[src/rtl/trap_sequencer.sv]
// Machine-mode trap entry / mret sequencer: arbitrates interrupts, stalls the pipeline,
// walks the ordered CSR accesses through the single CSR port and redirects fetch.
module trap_sequencer #(
    parameter logic [31:0] TIMER_CAUSE = 32'h8000_0007,
    parameter logic [31:0] EXT_CAUSE   = 32'h8000_000B
) (
    input  logic        clk,
    input  logic        reset,
    input  logic [31:0] pc,
    input  logic        instr_valid,
    input  logic        is_mret,
    input  logic        MTI,
    input  logic        EI,
    input  logic [31:0] csr_mstatus,
    input  logic [31:0] csr_mie,
    input  logic [31:0] csr_rdata,
    output logic [11:0] csr_addr,
    output logic [31:0] csr_wdata,
    output logic        csr_we,
    output logic        csr_rd,
    output logic        stall,
    output logic        redirect,
    output logic [31:0] redirect_pc,
    output logic        trap_taken
);

    localparam logic [2:0] S_IDLE        = 3'd0;
    localparam logic [2:0] S_SAVE_EPC    = 3'd1;
    localparam logic [2:0] S_SAVE_CAUSE  = 3'd2;
    localparam logic [2:0] S_UPD_STATUS  = 3'd3;
    localparam logic [2:0] S_READ_VEC    = 3'd4;
    localparam logic [2:0] S_MRET_STATUS = 3'd5;
    localparam logic [2:0] S_READ_EPC    = 3'd6;
    localparam logic [2:0] S_REDIRECT    = 3'd7;

    localparam logic [11:0] ADDR_MSTATUS = 12'h300;
    localparam logic [11:0] ADDR_MTVEC   = 12'h305;
    localparam logic [11:0] ADDR_MEPC    = 12'h341;
    localparam logic [11:0] ADDR_MCAUSE  = 12'h342;

    logic [2:0]  state_q, state_d;
    logic [31:0] epc_q, epc_d;
    logic [31:0] cause_q, cause_d;
    logic [31:0] target_q, target_d;
    logic        is_trap_q, is_trap_d;

    logic        ext_p, tmr_p, take_trap, take_mret;
    logic [31:0] vec_base, vec_target;

    assign ext_p     = EI  & csr_mie[11] & csr_mstatus[3];
    assign tmr_p     = MTI & csr_mie[7]  & csr_mstatus[3];
    // An interrupt pre-empts a committing mret; that mret's PC becomes mepc.
    assign take_trap = instr_valid & (ext_p | tmr_p);
    assign take_mret = instr_valid & is_mret & ~(ext_p | tmr_p);

    assign vec_base   = {csr_rdata[31:2], 2'b00};
    assign vec_target = (csr_rdata[1:0] == 2'b01) ? vec_base + {25'd0, cause_q[4:0], 2'b00}
                                                  : vec_base;

    always_comb begin
        // NOTE: every signal gets a default first so no path through the case infers a latch.
        state_d     = state_q;
        epc_d       = epc_q;
        cause_d     = cause_q;
        target_d    = target_q;
        is_trap_d   = is_trap_q;
        csr_addr    = '0;
        csr_wdata   = '0;
        csr_we      = 1'b0;
        csr_rd      = 1'b0;
        redirect    = 1'b0;
        redirect_pc = '0;
        trap_taken  = 1'b0;
        stall       = (state_q != S_IDLE);

        case (state_q)
            S_IDLE: begin
                if (take_trap) begin
                    epc_d     = pc;
                    cause_d   = ext_p ? EXT_CAUSE : TIMER_CAUSE;
                    is_trap_d = 1'b1;
                    stall     = 1'b1;
                    state_d   = S_SAVE_EPC;
                end else if (take_mret) begin
                    is_trap_d = 1'b0;
                    stall     = 1'b1;
                    state_d   = S_MRET_STATUS;
                end
            end
            S_SAVE_EPC: begin
                csr_we    = 1'b1;
                csr_addr  = ADDR_MEPC;
                csr_wdata = epc_q;
                state_d   = S_SAVE_CAUSE;
            end
            S_SAVE_CAUSE: begin
                csr_we    = 1'b1;
                csr_addr  = ADDR_MCAUSE;
                csr_wdata = cause_q;
                state_d   = S_UPD_STATUS;
            end
            S_UPD_STATUS: begin
                csr_we           = 1'b1;
                csr_addr         = ADDR_MSTATUS;
                csr_wdata        = csr_mstatus;
                csr_wdata[7]     = csr_mstatus[3];
                csr_wdata[3]     = 1'b0;
                csr_wdata[12:11] = 2'b11;
                state_d          = S_READ_VEC;
            end
            S_READ_VEC: begin
                csr_rd   = 1'b1;
                csr_addr = ADDR_MTVEC;
                target_d = vec_target;
                state_d  = S_REDIRECT;
            end
            S_MRET_STATUS: begin
                csr_we           = 1'b1;
                csr_addr         = ADDR_MSTATUS;
                csr_wdata        = csr_mstatus;
                csr_wdata[3]     = csr_mstatus[7];
                csr_wdata[7]     = 1'b1;
                csr_wdata[12:11] = 2'b00;
                state_d          = S_READ_EPC;
            end
            S_READ_EPC: begin
                csr_rd   = 1'b1;
                csr_addr = ADDR_MEPC;
                target_d = csr_rdata;
                state_d  = S_REDIRECT;
            end
            S_REDIRECT: begin
                redirect    = 1'b1;
                redirect_pc = target_q;
                trap_taken  = is_trap_q;
                state_d     = S_IDLE;
            end
            default: state_d = S_IDLE;
        endcase

        // Reset aborts the sequence in the very cycle it is raised: no access leaks out.
        if (reset) begin
            csr_addr    = '0;
            csr_wdata   = '0;
            csr_we      = 1'b0;
            csr_rd      = 1'b0;
            redirect    = 1'b0;
            redirect_pc = '0;
            trap_taken  = 1'b0;
            stall       = 1'b0;
        end
    end

    // NOTE: sequential state uses non-blocking assignments so every register samples pre-edge values.
    always_ff @(posedge clk) begin
        if (reset) begin
            state_q   <= S_IDLE;
            epc_q     <= '0;
            cause_q   <= '0;
            target_q  <= '0;
            is_trap_q <= 1'b0;
        end else begin
            state_q   <= state_d;
            epc_q     <= epc_d;
            cause_q   <= cause_d;
            target_q  <= target_d;
            is_trap_q <= is_trap_d;
        end
    end

endmodule

[config.mk]
export PLATFORM = sky130hd
export DESIGN_NAME = trap_sequencer
export DESIGN_NICKNAME = d
export VERILOG_FILES = /design/src/rtl/trap_sequencer.sv
export SDC_FILE = /design/constraint.sdc
export NUM_CORES = 1
export LEC_CHECK = 0
export BUFFER_PORTS_ARGS = -buffer_cell sky130_fd_sc_hd__buf_2
export CORE_ASPECT_RATIO = 0.9
export CORE_MARGIN = 4
export CORE_UTILIZATION = 49
export CTS_CLUSTER_DIAMETER = 60
export DETAILED_ROUTE_END_ITERATION = 7
export PLACE_DENSITY = 0.92
export SYNTH_ARGS = -nofsm -noshare
export SYNTH_HDL_FRONTEND = slang
export SYNTH_SLANG_ARGS = --single-unit
[constraint.sdc]
create_clock -name clk -period 3.3 [get_ports clk]
set_input_delay 0.495 -clock clk [delete_from_list [all_inputs] [get_ports clk]]
set_output_delay 0.495 -clock clk [all_outputs]
set_load 0.01 [all_outputs]
# Word level (Yosys, flattened, before mapping)

Cells that the tools add are included.

Reductions and logical operators: 10
Eq/ne operators: 9
$add $sub $neg: 1
Multiplexer cells: 26
Bitwise operators: 9

Operator list:

| operator           | count |
|---|---|
| $mux 32            | 4 |
| $pmux 32 s4        | 1 |
| $pmux 32 s2        | 1 |
| $pmux 10 s4        | 1 |
| $add 32x7->32      | 1 |
| $pmux 3 s7         | 1 |
| $mux 1             | 14 |
| $eq 3x3->1 const B | 4 |
| $mux 12            | 1 |
| $and 1x1->1        | 7 |
| $eq 3x2->1 const B | 2 |
| $mux 3             | 2 |
| $reduce_or 2->1    | 3 |
| $mux 4             | 1 |
| $reduce_and 2->1   | 2 |
| $reduce_bool 2->1  | 2 |
| $reduce_or 4->1    | 1 |
| $eq 3x1->1 const B | 1 |
| $logic_not 3->1    | 1 |
| $ne 3x3->1 const B | 1 |
| $reduce_bool 3->1  | 1 |
| $eq 2x1->1 const B | 1 |
| $not 1->1          | 1 |
| $or 1x1->1         | 1 |

Output and inout bits: 81
Register bits after elaboration: 100

# Logic depth before layout (Yosys ltp)

Gate-level depths: netlist of the first run.

Depth in word-level cells: 9
Depth in mapped cells: 8
Depth with buffers taken out: 7

# Worst setup path before layout of the first run

OpenSTA, ideal clock, no wires.

Path kind: in2reg
From: input csr_rdata[1]
To: register target_q[30]
Slack: 916 ps
Cell stages on the path: 6
Required time: 3209 ps
Data arrival time: 2293 ps
Path buffers: 1
Cells stage by stage: nand4b_1 -> or4b_1 -> buf_2 -> or3_4 -> or4_1 -> a311oi_1

Cells in the longest elaborated chain, start to end: 3

RTL lines:

| what                 | RTL line | text |
|---|---|---|
| start, declared      | 16       | `input logic [31:0] csr_rdata,` |
| $eq 2x1->1           | 57       | `assign vec_target = (csr_rdata[1:0] == 2'b01) ? vec_base + {25'd0, cause_q[4:0], 2'b00}` |
| $mux 32              | 57       |  |
| $pmux 32 s2          | 76       | `case (state_q)` |
| end signal, assigned | 166      | `target_q <= target_d;` |
| end, declared        | 44       | `logic [31:0] target_q, target_d;` |

Every way passes these cells.
A chain may end at the register's enable or synchronous reset.

# Worst setup path after layout of the first run

From: register state_q[2]
To: register target_q[30]

Cells in the longest elaborated chain, start to end: 2

RTL lines:

| what                                                    | RTL line | text |
|---|---|---|
| start, declared                                         | 41       | `logic [2:0] state_q, state_d;` |
| start signal, assigned                                  | 163      | `state_q <= state_d;` |
| $eq 3x3->1                                              | 76       |  |
| $pmux 32 s2 / $reduce_bool 2->1 (equally long branches) | n/a      |  |

Parallel ways exist; a longest one is shown, timed or not.

==> results.sh, run 1 <==
export IMPL_status="finished clean"
export IMPL_grt_max_degree=68
export IMPL_grt_pass1_vias=4111
export IMPL_cts_setup_buffers=0
export IMPL_mostFrequentLayoutCell="buf_2"
export IMPL_nNetsFinal=829
export IMPL_min_period_ps=2701
export IMPL_grt_pass1_wl_mm=18.61
export IMPL_via_count=4392
export IMPL_slew_limit_headroom_pct=53.72
export IMPL_mostFrequentLayoutCells="buf_2, nand2_1, dfxtp_1"
export IMPL_dieHeight_um=93.64
export IMPL_drc_errors=0
export IMPL_area_growth_pct=28.83
export IMPL_ioPinCount=215
export IMPL_max_freq_ghz=0.3703
export IMPL_cp_end_kind="flop"
export IMPL_overflow=0
export IMPL_syn_avg_cell_area_um2=7.505
export IMPL_clock_latency_ps=340
export IMPL_min_to="epc_q[15]"
export IMPL_gp_congestion=0.8910
export IMPL_power_density_nw_per_um2=470.4
export IMPL_fin_util_pct=66.52
export IMPL_timing_rr_end="target_q[30]"
export IMPL_wire_per_inst_um=15.03
export IMPL_cp_arrival_ps=2950
export IMPL_drt_pass1_iterations=5
export IMPL_synth_distinct_cells=47
export IMPL_fin_crit_sh_pct=81.84
export IMPL_rr_startpoint="state_q[2]"
export IMPL_cts_tree="yes"
export IMPL_diodes=0
export IMPL_clk_path_buf_depth=2
export IMPL_vias_per_cell=5.552
export IMPL_path_clk_slew_ps=70
export IMPL_first_iter_violations=222
export IMPL_fin_cells=791
export IMPL_wirelength_mm=11.89
export IMPL_dp_cells=775
export IMPL_die_w_um=103.2
export IMPL_path_max_fanout=17
export IMPL_worstHoldPathType="input port to flop"
export IMPL_worst_pin_slew_ps=694.2
export IMPL_clock_sinks=71
export IMPL_postRouteAntennaNets=0
export IMPL_syn_cell_area_um2=3993
export IMPL_cap_violations=0
export IMPL_numCtsBuffers=9
export IMPL_max_vdd_ir_drop_uv=276.0
export IMPL_setup_violations_final=0
export IMPL_hold_path_startpoint="pc[15]"
export IMPL_portBuffers=176
export IMPL_ys_seq_area_share_pct=35.60
export IMPL_hold_buffers=0
export IMPL_reg2reg_depth=5
export IMPL_die_area_um2=9658
export IMPL_synth_seq_cells=71
export IMPL_slew_violations=0
export IMPL_cts_resized=0
export IMPL_yosysWarnings=0
export IMPL_timing_hold_ws_ps=389.1
export IMPL_p_leak_nw=2.225
export IMPL_criticalPathCategory="flop to flop"
export IMPL_fin_skew_ps=3.380
export IMPL_core_um2=7732
export IMPL_setup_tns_ps=0
export IMPL_dpl_hpwl_mm=8.845
export IMPL_final_hold_viol_count=0
export IMPL_reg2reg_slack_ps=600
export IMPL_cts_root_buffer="clkbuf_8"
export IMPL_start_util_pct=51.63
export IMPL_start_kind="flop"
export IMPL_rsz0062_at_grt="no"
export IMPL_track_usage_pct=23.65
export IMPL_drive_above_1_share_pct=30.79
export IMPL_antenna_found_initial=0
export IMPL_cts_max_level=3
export IMPL_syn_inst=532
export IMPL_min_path_cells=3
export IMPL_required_ps=3540
export IMPL_placementRows=30
==> area by class of cell <==
class / instances / area, um^2
tap: 96 / 120.1
inverter: 8 / 30.03
timing repair buffer: 190 / 985.9
multi-input combinational: 410 / 2374
clock inverter: 6 / 85.08
sequential: 71 / 1421
clock buffer: 10 / 127.6
fill: 642 / 2589
==> where the power goes <==
part | switching, mW | internal (mW)
sequential | 0.0601 | 0.962
combinational | 0.405 | 0.249
clock | 0.320 | 0.423
total | 0.785 | 1.63
==> per-stage QoR <==
| stage | total power [mW] | setup slack, ps | area (um^2) |
|---|---|---|---|
| 2_1_floorplan | 1.469 | 916.1 | 4011 |
| 3_3_place_gp | 1.654 | 541.8 | 4931 |
| 3_5_place_dp | 1.687 | 441.3 | 4931 |
| 4_1_cts | 2.433 | 603.3 | 5144 |
| 5_1_grt | 2.560 | 451.5 | 5144 |
| 6_report | 2.420 | 599.1 | 5144 |
==> worst max-delay path by stage <==
stage / startpoint / endpoint / slack (ps) / depth (start not counted)
3_5_place_dp: csr_rdata[1] / target_q[30] / 440 / 6
2_1_floorplan: csr_rdata[1] / target_q[30] / 920 / 6
5_1_grt: state_q[2] / target_q[30] / 450 / 5
4_1_cts: state_q[2] / target_q[30] / 600 / 5
3_3_place_gp: csr_rdata[1] / target_q[30] / 540 / 6
6_report: state_q[2] / target_q[30] / 600 / 5
==> sequential cells by signal (all words and copies together), names as in the netlist <==
register   flops
target_q      32
state_q        3
epc_q         32
is_trap_q      1
cause_q        3
==> cells in the mapped netlist, drive strengths merged <==
master / number / area share [%]
mux2: 2 / 0.56
nor4: 6 / 0.94
mux2i: 2 / 0.50
clkbuf: 38 / 3.6
nor4b: 6 / 1.3
xor2: 4 / 0.88
o41ai: 1 / 0.22
a211o: 1 / 0.22
and3: 4 / 0.63
nand2: 82 / 7.7
a22oi: 29 / 5.5
nand3: 8 / 1.0
inv: 8 / 0.75
a21oi: 47 / 5.9
o21a: 5 / 0.94
a311oi: 6 / 1.3
a31oi: 1 / 0.16
or3: 5 / 0.91
a21o: 2 / 0.38
or4b: 2 / 0.50
a22o: 1 / 0.22
nand3b: 2 / 0.38
xnor2: 18 / 3.9
a21boi: 1 / 0.19
dfxtp: 71 / 36
a211oi: 23 / 4.3
o211a: 1 / 0.25
and2: 33 / 5.2
conb: 1 / 0.094
nor3: 7 / 0.88
nand4: 6 / 0.94
nor3b: 6 / 1.1
nor2: 70 / 6.6
nand2b: 4 / 0.63
fa: 1 / 0.50
and4: 2 / 0.44
or2: 1 / 0.16
buf: 10 / 1.7
ha: 4 / 1.3
nand4b: 1 / 0.22
or4: 2 / 0.38
o21ai: 5 / 0.63
nor2b: 1 / 0.16
o31ai: 2 / 0.38
==> logic make-up (layout without fill, tap and decap cells) <==
logic type | Yosys count | count (layout) | share of synthesized area (%)
simple gates | 248 | 248 | 30.05
compound gates | 125 | 125 | 20.56
flops | 71 | 71 | 35.60
buf+inv | 56 | 214 | 6.048
xor+xnor | 22 | 22 | 4.826
fa+ha+maj | 5 | 5 | 1.755
mux | 4 | 4 | 1.065
other cells | 1 | 6 | 0.09392
==> layer usage <==
layer,GRT usage (%),vias up,share of wire (%),routed length [um]
met4,9.169,0,2.4,289
met5,0,-,0,0
li1,-,2160,-,-
met2,42.31,169,52,6157
met3,3.505,28,5.9,702
met1,28.02,2035,40,4740
==> critical path, cell delays in order (launching register included) <==
cell and delay [ps]:
dfxtp_1 460, nand3b_1 230, or4b_1 740, or3_4 510, or4_1 400, a311oi_1 270
Note: power is estimated with default switching activity, not from simulation.
==> inputs of run 2 (changes only) <==
--- a/config.mk
+++ b/config.mk
@@ -8,10 +8,10 @@
 export BUFFER_PORTS_ARGS = -buffer_cell sky130_fd_sc_hd__buf_2
 export CORE_ASPECT_RATIO = 0.9
 export CORE_MARGIN = 4
-export CORE_UTILIZATION = 49
+export CORE_UTILIZATION = 45
 export CTS_CLUSTER_DIAMETER = 60
 export DETAILED_ROUTE_END_ITERATION = 7
-export PLACE_DENSITY = 0.92
+export PLACE_DENSITY = 0.85
 export SYNTH_ARGS = -nofsm -noshare
 export SYNTH_HDL_FRONTEND = slang
 export SYNTH_SLANG_ARGS = --single-unit
==> constraint.sdc (replaced) <==
create_clock -name clk -period 2.8 [get_ports clk]
set_input_delay 0.42 -clock clk [delete_from_list [all_inputs] [get_ports clk]]
set_output_delay 0.42 -clock clk [all_outputs]
set_load 0.01 [all_outputs]
==> run 2 against run 1 <==
Net effect:
- combinational power is 21% higher
- count of clock-buffer cells in the layout up 2
- via count decreased by 0.25%
- worst setup slack got worse by 290 ps
- clock power rose by 8.7%
- die area increased by 8.2%
- design area up 0.56%
- critical path depth rose by 3
- critical path type is now flop to output port
==> results.sh, run 2 (synthesized netlist as in run 1, its figures left out) <==
export IMPL_antenna_found_initial=0
export IMPL_track_usage_pct=21.95
export IMPL_via_count=4381
export IMPL_path_delay_family="buffers and inverters"
export IMPL_cts_max_level=3
export IMPL_design_area_um2=5172
export IMPL_dpl_instance_area_um2=4982
export IMPL_slew_violations=0
export IMPL_ioPinCount=215
export IMPL_cts_root_buffer="clkbuf_8"
export IMPL_drive_above_1_share_pct=30.95
export IMPL_timing_hold_ws_ps=323.9
export IMPL_placementRows=32
export IMPL_path_max_fanout=27
export IMPL_min_period_ps=2493
export IMPL_core_um2=8608
export IMPL_worstHoldPathType="input port to flop"
export IMPL_cp_end_kind="output port"
export IMPL_cts_setup_buffers=0
export IMPL_fin_cells=817
export IMPL_area_growth_pct=29.55
export IMPL_dpl_hpwl_mm=8.924
export IMPL_mostFrequentLayoutCells="buf_2, nand2_1, dfxtp_1"
export IMPL_max_vdd_ir_drop_uv=421.7
export IMPL_clock_sinks=71
export IMPL_dieHeight_um=97.36
export IMPL_fin_skew_ps=9.540
export IMPL_wire_per_inst_um=14.73
export IMPL_overflow=0
export IMPL_start_kind="flop"
export IMPL_slew_limit_headroom_pct=62.53
export IMPL_start_util_pct=46.38
export IMPL_top_regs="epc_q (32), target_q (32)"
export IMPL_mostFrequentLayoutCell="buf_2"
export IMPL_die_area_um2=10450
export IMPL_wirelength_mm=12.03
export IMPL_p_leak_nw=2.237
export IMPL_required_ps=2380
export IMPL_crit_slowest_cell="dfxtp_1"
export IMPL_postRouteAntennaNets=0
export IMPL_crit_top_cell="buf_4"
export IMPL_die_w_um=107.3
export IMPL_drc_errors=0
export IMPL_first_iter_violations=228
export IMPL_diodes=0
export IMPL_vias_per_cell=5.362
export IMPL_cap_violations=0
export IMPL_criticalPathCategory="flop to output port"
export IMPL_setup_tns_ps=0
export IMPL_path_clk_slew_ps=70
export IMPL_power_density_nw_per_um2=540.2
export IMPL_cp_slowest_stage_delay_ps=320
export IMPL_gp_congestion=0.8795
export IMPL_numCtsBuffers=9
export IMPL_crit_chain="buf_4 -> inv_1 -> nand2_1 -> a21boi_2 -> buf_4 -> a22oi_1 -> a21oi_1 -> buf_2"
export IMPL_drt_pass1_iterations=5
export IMPL_cts_tree="yes"
export IMPL_clock_latency_ps=330
export IMPL_status="finished clean"
export IMPL_grt_max_degree=61
export IMPL_cts_resized=0
export IMPL_rsz0062_at_grt="no"
export IMPL_cp_arrival_ps=2070
export IMPL_grt_pass1_vias=4212
export IMPL_nNetsFinal=832
export IMPL_path_buf_inv=4
export IMPL_portBuffers=176
export IMPL_final_hold_viol_count=0
export IMPL_fin_crit_sh_pct=89.02
export IMPL_setup_violations_final=0
export IMPL_clk_path_buf_depth=2
export IMPL_max_freq_ghz=0.4012
export IMPL_dp_cells=801
export IMPL_fillerInstances=773
export IMPL_worst_pin_slew_ps=562.0
export IMPL_hold_buffers=0
export IMPL_grt_pass1_wl_mm=19.17
==> run 2: layer usage <==
metal	share of wire, %	GRT usage [%]
met5	0	0
met4	2.6	8.751
met3	5.8	3.256
met2	51	38.77
met1	41	26.42
==> run 2: worst paths after layout <==
kind | start | endpoint | slack [ps] | cells past startpoint
setup / recovery | state_q[2] | csr_wdata[31] | 310 | 8
setup reg to reg | state_q[0] | target_q[30] | 360 | 5
hold / removal | pc[17] | epc_q[17] | 320 | 3
hold reg to reg | epc_q[25] | epc_q[25] | 460 | 2
==> run 2: tightest hold or removal path, stage by stage <==
cell and delay [ps]:
buf_2 90, nand2_1 40, a21oi_1 50
==> run 2: stage by stage <==
step                      setup WS (ps)  total power [mW]  util, %
after global routing              112.9             2.966    60.09
after global placement            217.5             1.961    57.88
after CTS                         306.5             2.802    60.09
after detailed placement          144.5             2.001    57.88
after floorplan                   491.1             1.732        -
final                             307.5             2.794    60.09
==> run 2: cell type report <==
class | count | area [um^2] | share of cell area [%]
timing repair buffer | 193 | 1008 | 19.50
inverter | 8 | 30.03 | 0.5806
sequential | 71 | 1421 | 27.48
tap | 119 | 148.9 | 2.879
multi-input combinational | 410 | 2374 | 45.89
clock inverter | 4 | 45.04 | 0.8708
clock buffer | 12 | 145.1 | 2.806
==> run 2: power by group <==
group	switching (mW)	total [mW]	internal (mW)
clock	0.376	0.808	0.433
sequential	0.0574	1.19	1.13
combinational	0.495	0.795	0.300
